## config.mk

```make
export PLATFORM = sky130hd
export DESIGN_NAME = compare_pipe_flat
export DESIGN_NICKNAME = d
export VERILOG_FILES = /design/src/rtl/compare_if.sv /design/src/rtl/compare_pipe.sv /design/src/flat_wrapper.sv
export SDC_FILE = /design/constraint.sdc
export NUM_CORES = 1
export LEC_CHECK = 0
export ABC_AREA = 0
export CORE_MARGIN = 10
export CORE_UTILIZATION = 35
export DETAILED_ROUTE_END_ITERATION = 16
export GPL_TIMING_DRIVEN = 0
export PLACE_DENSITY = 0.61
export SYNTH_ARGS = -nofsm -noshare
export SYNTH_HDL_FRONTEND = slang
export SYNTH_SLANG_ARGS = --single-unit
```

## constraint.sdc

```tcl
create_clock -name clk -period 2.9 [get_ports clk]
set_clock_uncertainty 0.1 [all_clocks]
set_input_delay 0.29 -clock clk [delete_from_list [all_inputs] [get_ports clk]]
set_output_delay 0.29 -clock clk [all_outputs]
set_load 0.05 [all_outputs]
```

## src/rtl/compare_if.sv

```systemverilog
// Handshake bundle for compare_pipe: operand-side valid/ready, result-side
// valid/ready, flush control and the result/status fields.
interface compare_if #(
    parameter int WIDTH = 16,
    parameter int TAG_W = 4
);
    logic             in_valid;
    logic             in_ready;
    logic [WIDTH-1:0] a;
    logic [WIDTH-1:0] b;
    logic             is_signed;
    logic [2:0]       cond;
    logic [TAG_W-1:0] tag;
    logic             flush;
    logic             out_valid;
    logic             out_ready;
    logic             gt;
    logic             lt;
    logic             eq;
    logic             taken;
    logic [TAG_W-1:0] out_tag;
    logic [15:0]      taken_count;

    // Producer/consumer side that feeds operands and accepts results.
    modport master (
        output in_valid, a, b, is_signed, cond, tag, flush, out_ready,
        input  in_ready, out_valid, gt, lt, eq, taken, out_tag, taken_count
    );

    // The compare pipeline itself.
    modport slave (
        input  in_valid, a, b, is_signed, cond, tag, flush, out_ready,
        output in_ready, out_valid, gt, lt, eq, taken, out_tag, taken_count
    );
endinterface

```

## src/rtl/compare_pipe.sv

```systemverilog
// Two-stage signed/unsigned magnitude comparator with condition evaluation,
// valid/ready flow control on both sides, flush, and a saturating counter of
// consumed results whose condition was true.
module compare_pipe #(
    parameter int WIDTH = 16,
    parameter int TAG_W = 4
) (
    input  logic     clk,
    input  logic     reset,
    compare_if.slave bus
);
    localparam logic [2:0]  C_EQ     = 3'b000;
    localparam logic [2:0]  C_NE     = 3'b001;
    localparam logic [2:0]  C_LT     = 3'b010;
    localparam logic [2:0]  C_GE     = 3'b011;
    localparam logic [2:0]  C_GT     = 3'b100;
    localparam logic [2:0]  C_LE     = 3'b101;
    localparam logic [2:0]  C_ALWAYS = 3'b110;
    localparam logic [15:0] CNT_MAX  = 16'hFFFF;

    // One extra bit lets both signednesses share a single signed comparator:
    // sign-extend for two's complement, zero-extend for unsigned.
    function automatic logic signed [WIDTH:0] extend(input logic [WIDTH-1:0] v,
                                                     input logic sgn);
        logic signed [WIDTH:0] e;
        e = sgn ? {v[WIDTH-1], v} : {1'b0, v};
        return e;
    endfunction

    // Returns {gt, lt, eq}; exactly one bit is set.
    function automatic logic [2:0] relation(input logic [WIDTH-1:0] x,
                                            input logic [WIDTH-1:0] y,
                                            input logic sgn);
        logic signed [WIDTH:0] ex;
        logic signed [WIDTH:0] ey;
        ex = extend(x, sgn);
        ey = extend(y, sgn);
        return {ex > ey, ex < ey, ex == ey};
    endfunction

    function automatic logic cond_true(input logic [2:0] c, input logic [2:0] r);
        logic t;
        case (c)
            C_EQ:     t = r[0];
            C_NE:     t = !r[0];
            C_LT:     t = r[1];
            C_GE:     t = r[2] | r[0];
            C_GT:     t = r[2];
            C_LE:     t = r[1] | r[0];
            C_ALWAYS: t = 1'b1;
            default:  t = 1'b0;
        endcase
        return t;
    endfunction

    function automatic logic [15:0] sat_inc(input logic [15:0] c);
        return (c == CNT_MAX) ? c : c + 16'd1;
    endfunction

    logic             vld_p1;
    logic [WIDTH-1:0] a_p1;
    logic [WIDTH-1:0] b_p1;
    logic             sgn_p1;
    logic [2:0]       cond_p1;
    logic [TAG_W-1:0] tag_p1;

    logic             vld_p2;
    logic             gt_p2;
    logic             lt_p2;
    logic             eq_p2;
    logic             taken_p2;
    logic [TAG_W-1:0] tag_p2;

    logic [15:0]      cnt;

    logic             s2_free;
    logic             in_rdy;
    logic             acc;
    logic             adv;
    logic             out_hs;
    logic [2:0]       rel_p1;

    // in_ready deliberately ignores in_valid so producers may wait on it.
    assign s2_free = !vld_p2 || bus.out_ready;
    assign in_rdy  = reset && !bus.flush && (!vld_p1 || s2_free);
    assign acc     = bus.in_valid && in_rdy;
    assign adv     = vld_p1 && s2_free;
    assign out_hs  = vld_p2 && bus.out_ready;
    assign rel_p1  = relation(a_p1, b_p1, sgn_p1);

    // Stage occupancy: reset beats flush, flush beats any fill or drain.
    always_ff @(posedge clk) begin
        if (!reset) begin
            vld_p1 <= 1'b0;
            vld_p2 <= 1'b0;
        end else if (bus.flush) begin
            vld_p1 <= 1'b0;
            vld_p2 <= 1'b0;
        end else begin
            if (acc)
                vld_p1 <= 1'b1;
            else if (adv)
                vld_p1 <= 1'b0;
            if (adv)
                vld_p2 <= 1'b1;
            else if (out_hs)
                vld_p2 <= 1'b0;
        end
    end

    // ---- stage 1: operand capture ----
    always_ff @(posedge clk) begin
        if (acc) begin
            a_p1    <= bus.a;
            b_p1    <= bus.b;
            sgn_p1  <= bus.is_signed;
            cond_p1 <= bus.cond;
            tag_p1  <= bus.tag;
        end
    end

    // ---- stage 2: compare result, held while the consumer stalls ----
    always_ff @(posedge clk) begin
        if (!reset) begin
            gt_p2    <= 1'b0;
            lt_p2    <= 1'b0;
            eq_p2    <= 1'b0;
            taken_p2 <= 1'b0;
            tag_p2   <= '0;
        end else if (adv) begin
            gt_p2    <= rel_p1[2];
            lt_p2    <= rel_p1[1];
            eq_p2    <= rel_p1[0];
            taken_p2 <= cond_true(cond_p1, rel_p1);
            tag_p2   <= tag_p1;
        end
    end

    // Count consumed taken results; a handshake coinciding with flush still counts.
    always_ff @(posedge clk) begin
        if (!reset)
            cnt <= '0;
        else if (out_hs && taken_p2)
            cnt <= sat_inc(cnt);
    end

    assign bus.in_ready    = in_rdy;
    assign bus.out_valid   = vld_p2;
    assign bus.gt          = gt_p2;
    assign bus.lt          = lt_p2;
    assign bus.eq          = eq_p2;
    assign bus.taken       = taken_p2;
    assign bus.out_tag     = tag_p2;
    assign bus.taken_count = cnt;
endmodule

```

## src/flat_wrapper.sv

```systemverilog
// flat-port wrapper written by rule: the top's interface ports become plain ports
module compare_pipe_flat 
#(
    parameter int WIDTH = 16,
    parameter int TAG_W = 4
)
  (clk, reset, bus_in_valid, bus_a, bus_b, bus_is_signed, bus_cond, bus_tag, bus_flush, bus_out_ready, bus_in_ready, bus_out_valid, bus_gt, bus_lt, bus_eq, bus_taken, bus_out_tag, bus_taken_count);
  compare_if #(.WIDTH(WIDTH), .TAG_W(TAG_W)) bus_i ();
  input  logic clk;
  input  logic reset;
  input wire logic [$bits(bus_i.in_valid)-1:0] bus_in_valid;
  input wire logic [$bits(bus_i.a)-1:0] bus_a;
  input wire logic [$bits(bus_i.b)-1:0] bus_b;
  input wire logic [$bits(bus_i.is_signed)-1:0] bus_is_signed;
  input wire logic [$bits(bus_i.cond)-1:0] bus_cond;
  input wire logic [$bits(bus_i.tag)-1:0] bus_tag;
  input wire logic [$bits(bus_i.flush)-1:0] bus_flush;
  input wire logic [$bits(bus_i.out_ready)-1:0] bus_out_ready;
  output wire logic [$bits(bus_i.in_ready)-1:0] bus_in_ready;
  output wire logic [$bits(bus_i.out_valid)-1:0] bus_out_valid;
  output wire logic [$bits(bus_i.gt)-1:0] bus_gt;
  output wire logic [$bits(bus_i.lt)-1:0] bus_lt;
  output wire logic [$bits(bus_i.eq)-1:0] bus_eq;
  output wire logic [$bits(bus_i.taken)-1:0] bus_taken;
  output wire logic [$bits(bus_i.out_tag)-1:0] bus_out_tag;
  output wire logic [$bits(bus_i.taken_count)-1:0] bus_taken_count;
  assign bus_i.in_valid = bus_in_valid;
  assign bus_i.a = bus_a;
  assign bus_i.b = bus_b;
  assign bus_i.is_signed = bus_is_signed;
  assign bus_i.cond = bus_cond;
  assign bus_i.tag = bus_tag;
  assign bus_i.flush = bus_flush;
  assign bus_i.out_ready = bus_out_ready;
  assign bus_in_ready = bus_i.in_ready;
  assign bus_out_valid = bus_i.out_valid;
  assign bus_gt = bus_i.gt;
  assign bus_lt = bus_i.lt;
  assign bus_eq = bus_i.eq;
  assign bus_taken = bus_i.taken;
  assign bus_out_tag = bus_i.out_tag;
  assign bus_taken_count = bus_i.taken_count;
  compare_pipe #(.WIDTH(WIDTH), .TAG_W(TAG_W)) u_core (.clk(clk), .reset(reset), .bus(bus_i));
endmodule
```

==> flow_metrics.tcl, run 1 <==
set metrics [dict create \
    outcome "finished, final reports clean" \
    finish.instance_area_um2 3864 \
    die_area_um2 12220 \
    holdBufCountCts 0 \
    clk_pin_slew_ps 70 \
    timing_hold_violations_final 0 \
    layout_min_cycle_time_ps 2400 \
    synthFlopType "edfxtp_1" \
    synth.net_count 299 \
    ant_nets 0 \
    setup_viol 0 \
    r2r_cells 8 \
    async_reset_ff_frac 0 \
    r2r-start "u_core.a_p1[13]$_DFFE_PP_" \
    r2r_end "u_core.bus.taken$_SDFFE_PN0P_" \
    n_antenna_cell 0 \
    path_class "register to register" \
    ys_seq_elements 66 \
    drt-initial-drc-count 95 \
    vias 1941 \
    grt.overflow.total 0 \
    io_pins 71 \
    r2r_slack_ps 500 \
    start_util 0.3658 \
    cp_slowest_cell "a2111oi_0" \
    cts_setup_buffers 0 \
    final_cell_mix "70 x clkdlybuf4s50_1, 40 x edfxtp_1, 26 x dfxtp_1" \
    tightest_slew_ps 939.4 \
    rows 32 \
    syn_inst 237 \
    fin_total_pwr_w 0.001857 \
    layout-drive-gt1-share 0.07121 \
    drc 0 \
    worstPathRequired_ps 3010 \
    via_per_inst 4.567 \
    grt_use_total 0.09878 \
    die_x_um 110.6 \
    layout_commonest_cell "clkdlybuf4s50_1" \
    avgSynthCellArea_um2 12.11 \
    cts-resized-gates 0 \
    hpwl_um 4483 \
    ir_drop_mv 0.2792 \
    endpoint "u_core.bus.taken$_SDFFE_PN0P_" \
    start_kind "register" \
    crit_start "u_core.a_p1[13]$_DFFE_PP_" \
    place_inst 409 \
    clock.fmax_mhz 416.7 \
    grt_first_pass_wirelength_um 9963 \
    antenna_found_initial 0 \
    nets 380 \
    clk_latency_ps 330 \
    cts.sinks 66 \
    cts_tree "done" \
    ff_latch_area_um2 1722 \
    first_global_vias 2061 \
    clk_path_buf_depth 2 \
    crit_chain "ha_1, nand4_1, o21bai_1, a2111oi_0, nand2b_1, nand2_1, a21boi_0, a21oi_1" \
    cts.htree.levels 3 \
    wirelength_um 5935 \
    gp_congestion 0.7401 \
    stdcell_count 425 \
    final_util 0.4923 \
    worstPathMaxFanout 3 \
    cts_root_buf "clkbuf_8" \
    finalSetupTns_ps 0 \
    arrival_ps 2510 \
    synth_edf_count 40 \
    relSlewSlack 0.3737 \
    drv_slew 0 \
    die_h_um 110.6 \
    fin_crit_sh 0.8276 \
    grt_max_degree 41 \
    firstDrtPassIters 4 \
    portBuffers 70 \
    yosysUniqueCellTypes 38 \
    hp-class "register to register" \
    fillers 737 \
    coreArea_um2 7848 \
    cts_buffers 9 \
    seq_area_frac_synth 0.5998 \
    synth.yosys.warnings 0 \
    crit_path_end_kind "register" \
    post_drt_wl_per_cell_um 13.96 \
    max_cap_violations 0 \
    syn-cell-area_um2 2870 \
    slowest_delay_ps 700 \
    power.leakage_nw 1.446 \
    powerDensity_nw_per_um2 480.8 \
    area_delta_synth_final_pct 34.61 \
    place_area_um2 3700 \
    rsz0062_at_grt "false" \
    multi_input_area_um2 1056 \
]
power by group:
part	internal, W	total, W	switching [W]
clock	0.000327	0.000652	0.000325
combinational	0.0000895	0.000165	0.0000754
sequential	0.00103	0.00104	0.0000118
total	0.00145	0.00186	0.000412
metal layers:
layer / GRT usage / vias to the layer above / part of all wire
met1: 0.1153 / 888 / 0.46
met5: 0 / - / 0
li1: - / 1002 / -
met2: 0.1604 / 44 / 0.47
met4: 0.04663 / 0 / 0.016
met3: 0.03133 / 7 / 0.050
flip-flops by register name, indices dropped and copies added, names as in the netlist, 3 cells and up:
signal / count
u_core.a_p1: 16
u_core.b_p1: 16
u_core.bus.taken_count: 16
u_core.bus.out_tag: 4
u_core.tag_p1: 4
u_core.cond_p1: 3
worst min path at each step:
stage | startpoint | to | slack, ps | cells past startpoint
after floorplan | bus_a[0] | u_core.a_p1[0]$_DFFE_PP_ | 290 | 0
after detailed placement | u_core.bus.out_tag[2]$_SDFFE_PN0P_ | u_core.bus.out_tag[2]$_SDFFE_PN0P_ | 370 | 2
after CTS | u_core.bus.out_tag[2]$_SDFFE_PN0P_ | u_core.bus.out_tag[2]$_SDFFE_PN0P_ | 380 | 2
after global routing | bus_b[5] | u_core.b_p1[5]$_DFFE_PP_ | 390 | 1
after global placement | u_core.bus.out_tag[0]$_SDFFE_PN0P_ | u_core.bus.out_tag[0]$_SDFFE_PN0P_ | 360 | 2
final | u_core.bus.out_tag[2]$_SDFFE_PN0P_ | u_core.bus.out_tag[2]$_SDFFE_PN0P_ | 370 | 2
layout make-up:
cell class,count,share of cell area
Timing Repair Buffer,70,0.1813
Clock buffer,12,0.03756
Clock inverter,4,0.004858
Buffer,6,0.007772
Multi-Input combinational cell,148,0.2733
Sequential cell,66,0.4456
Tap cell,102,0.03303
Inverter,17,0.01652
stage by stage:
step	setup WS, ps	hold WS [ps]
global route	215.7	392.9
CTS	420.1	375.9
finish	499.9	369.7
global placement	406.3	355.0
detailed placement	356.7	365.8
floorplan	140.3	288.9
cells in the mapped netlist (2+ instances only):
master / count / area share
edfxtp_1: 40 / 0.42
dfxtp_1: 26 / 0.18
nand2_1: 21 / 0.027
and2_1: 18 / 0.039
ha_1: 17 / 0.074
inv_1: 17 / 0.022
nand3_1: 12 / 0.021
xnor2_1: 12 / 0.037
nand4_1: 9 / 0.020
a21oi_1: 8 / 0.014
a21boi_0: 7 / 0.018
clkbuf_1: 5 / 0.0065
nor2_1: 5 / 0.0065
nor2b_1: 5 / 0.011
xor2_1: 4 / 0.012
and4_2: 3 / 0.010
nand2b_1: 3 / 0.0065
o21ai_0: 3 / 0.0052
o211ai_1: 2 / 0.0052
o21bai_1: 2 / 0.0052
logic make-up (layout without fill, tap and decap cells):
| logic type | after synthesis | in the layout | synth area share |
|---|---|---|---|
| AND/OR/NAND/NOR | 84 | 84 | 0.1652 |
| flip-flops | 66 | 66 | 0.5998 |
| AO/OA/AOI/OAI | 30 | 30 | 0.07585 |
| buffers and inverters | 23 | 109 | 0.03269 |
| adder cells (fa/ha/maj) | 17 | 17 | 0.07410 |
| XOR/XNOR | 16 | 16 | 0.04882 |
| multiplexers | 1 | 1 | 0.003487 |
critical path, delay by kind of cell, from the launching register on:
kind | cells | cell delay [ps]
flops | 1 | 380
simple gates | 3 | 430
fa+ha+maj | 1 | 320
compound gates | 4 | 1050
No activity file was read; power rests on OpenSTA's default activity.
==> inputs of run 2 (changes only) <==
--- a/config.mk
+++ b/config.mk
@@ -10,7 +10,7 @@
 export CORE_UTILIZATION = 35
 export DETAILED_ROUTE_END_ITERATION = 16
 export GPL_TIMING_DRIVEN = 0
-export PLACE_DENSITY = 0.61
+export PLACE_DENSITY = 0.63
 export SYNTH_ARGS = -nofsm -noshare
 export SYNTH_HDL_FRONTEND = slang
 export SYNTH_SLANG_ARGS = --single-unit
==> constraint.sdc (replaced) <==
create_clock -name clk -period 2.07 [get_ports clk]
set_clock_uncertainty 0.1 [all_clocks]
set_input_delay 0.207 -clock clk [delete_from_list [all_inputs] [get_ports clk]]
set_output_delay 0.207 -clock clk [all_outputs]
set_load 0.05 [all_outputs]
==> flow_metrics.tcl, run 2 (same netlist as run 1, synthesis figures left out) <==
set metrics [dict create \
    outcome "finished with violations" \
    failed_checks "negative setup slack" \
    die_area_um2 12220 \
    clk_path_buf_depth 2 \
    final_cell_mix "69 x clkdlybuf4s50_1, 40 x edfxtp_1, 19 x nand2_1" \
    cts_tree "done" \
    grt_use_total 0.09864 \
    fillers 703 \
    io_pins 71 \
    cts_buffers 9 \
    gp_congestion 0.7306 \
    die_x_um 110.6 \
    worstPathRequired_ps 2230 \
    fin_total_pwr_w 0.002900 \
    layout_min_cycle_time_ps 2089 \
    place_area_um2 3729 \
    setup_viol 1 \
    coreArea_um2 7848 \
    ant_nets 0 \
    path_class "register to register" \
    wirelength_um 6285 \
    start_kind "register" \
    crit_path_end_kind "register" \
    clock.fmax_mhz 478.8 \
    rows 32 \
    die_h_um 110.6 \
    worstPathMaxFanout 2 \
    powerDensity_nw_per_um2 706.9 \
    finish.instance_area_um2 4103 \
    layout_commonest_cell "clkdlybuf4s50_1" \
    cts.htree.levels 3 \
    grt_first_pass_wirelength_um 9756 \
    hp-class "primary input to register" \
    via_per_inst 4.674 \
    nets 385 \
    place_ws_ps -346.8 \
    rsz0062_at_grt "true" \
    relSlewSlack 0.6398 \
    tightest_slew_ps 538.6 \
    grt.overflow.total 0 \
    area_delta_synth_final_pct 42.94 \
    clk_pin_slew_ps 80 \
    cts_root_buf "clkbuf_8" \
    cts.sinks 66 \
    clk_latency_ps 330 \
    drv_slew 0 \
    start_util 0.3658 \
    arrival_ps 2250 \
    grt_max_degree 41 \
    timing_hold_violations_final 0 \
    max_cap_violations 0 \
    drt-initial-drc-count 43 \
    vias 2010 \
    portBuffers 70 \
    finalSetupTns_ps -18.77 \
    fin_crit_sh 1.009 \
    antenna_found_initial 0 \
    hpwl_um 4648 \
    layout-drive-gt1-share 0.1860 \
    post_drt_wl_per_cell_um 14.62 \
    first_global_vias 1994 \
    ir_drop_mv 0.3567 \
    power.leakage_nw 1.513 \
    n_antenna_cell 0 \
    place_inst 409 \
    drc 0 \
    firstDrtPassIters 4 \
    stdcell_count 430 \
    setup_slack_ps -18.77 \
]
-- run 2: changes by cell type in the layout (fill, tap and decap cells not counted), sizes merged --
cell           before  now
clkdlybuf4s50      70   69
clkdlybuf4s15       0    1
clkbuf             17   14
clkinvlp            0    2
buf                 1    6
bufinv              0    2
clkinv              4    3
-- run 2: power by group --
part           total [W]  switching, W  internal (W)
combinational   0.000270      0.000122      0.000147
clock            0.00117      0.000496      0.000675
sequential       0.00146     0.0000194       0.00144
-- run 2: what timing repair did --
action	in CTS	in global routing
buffers inserted	0	5
hold buffers	0	0
gates resized for setup	3	21
setup endpoints to repair	4	7
pin swaps	1	9
-- run 2: per-stage QoR --
stage	hold slack (ps)	util
2_1_floorplan	205.9	-
3_3_place_gp	353.4	0.4751
3_5_place_dp	361.8	0.4751
4_1_cts	305.7	0.5035
5_1_grt	306.7	0.5228
6_report	324.7	0.5228
-- run 2: final timing paths --
path                                                  from                             to  slack [ps]  cells after the start
worst min register to register  u_core.bus.gt$_SDFFE_PN0P_     u_core.bus.gt$_SDFFE_PN0P_         360                      2
worst max register to register   u_core.a_p1[11]$_DFFE_PP_  u_core.bus.taken$_SDFFE_PN0P_         -20                      8
worst max-delay path             u_core.a_p1[11]$_DFFE_PP_  u_core.bus.taken$_SDFFE_PN0P_         -20                      8
worst min-delay path                              bus_a[0]       u_core.a_p1[0]$_DFFE_PP_         320                      1
-- run 2: area by class of cell --
cell class / count / area, µm² / share of cell area
clock inverters: 7 / 93.84 / 0.02287
well taps: 102 / 127.6 / 0.03111
plain buffers: 6 / 30.03 / 0.007319
multi-input cells: 148 / 1187 / 0.2894
repair buffers: 75 / 738.2 / 0.1799
inverters: 17 / 63.81 / 0.01555
flip-flops and latches: 66 / 1738 / 0.4236
clock buffers: 9 / 123.9 / 0.03019
-- run 2: worst max-delay path: stages (launching register included) --
cell and delay [ps]:
edfxtp_1 380, ha_1 290, nand4_1 200, o21bai_2 100, a2111oi_4 410, buf_4 170, a32oi_1 90, a21boi_2 170
a21oi_1 110
-- run 2: layer usage --
metal / up-vias / routed length [µm] / global-route usage
met5: - / 0 / 0
met2: 39 / 3125 / 0.1620
li1: 1014 / - / -
met3: 7 / 261 / 0.02647
met1: 950 / 2803 / 0.1147
met4: 0 / 94 / 0.05181
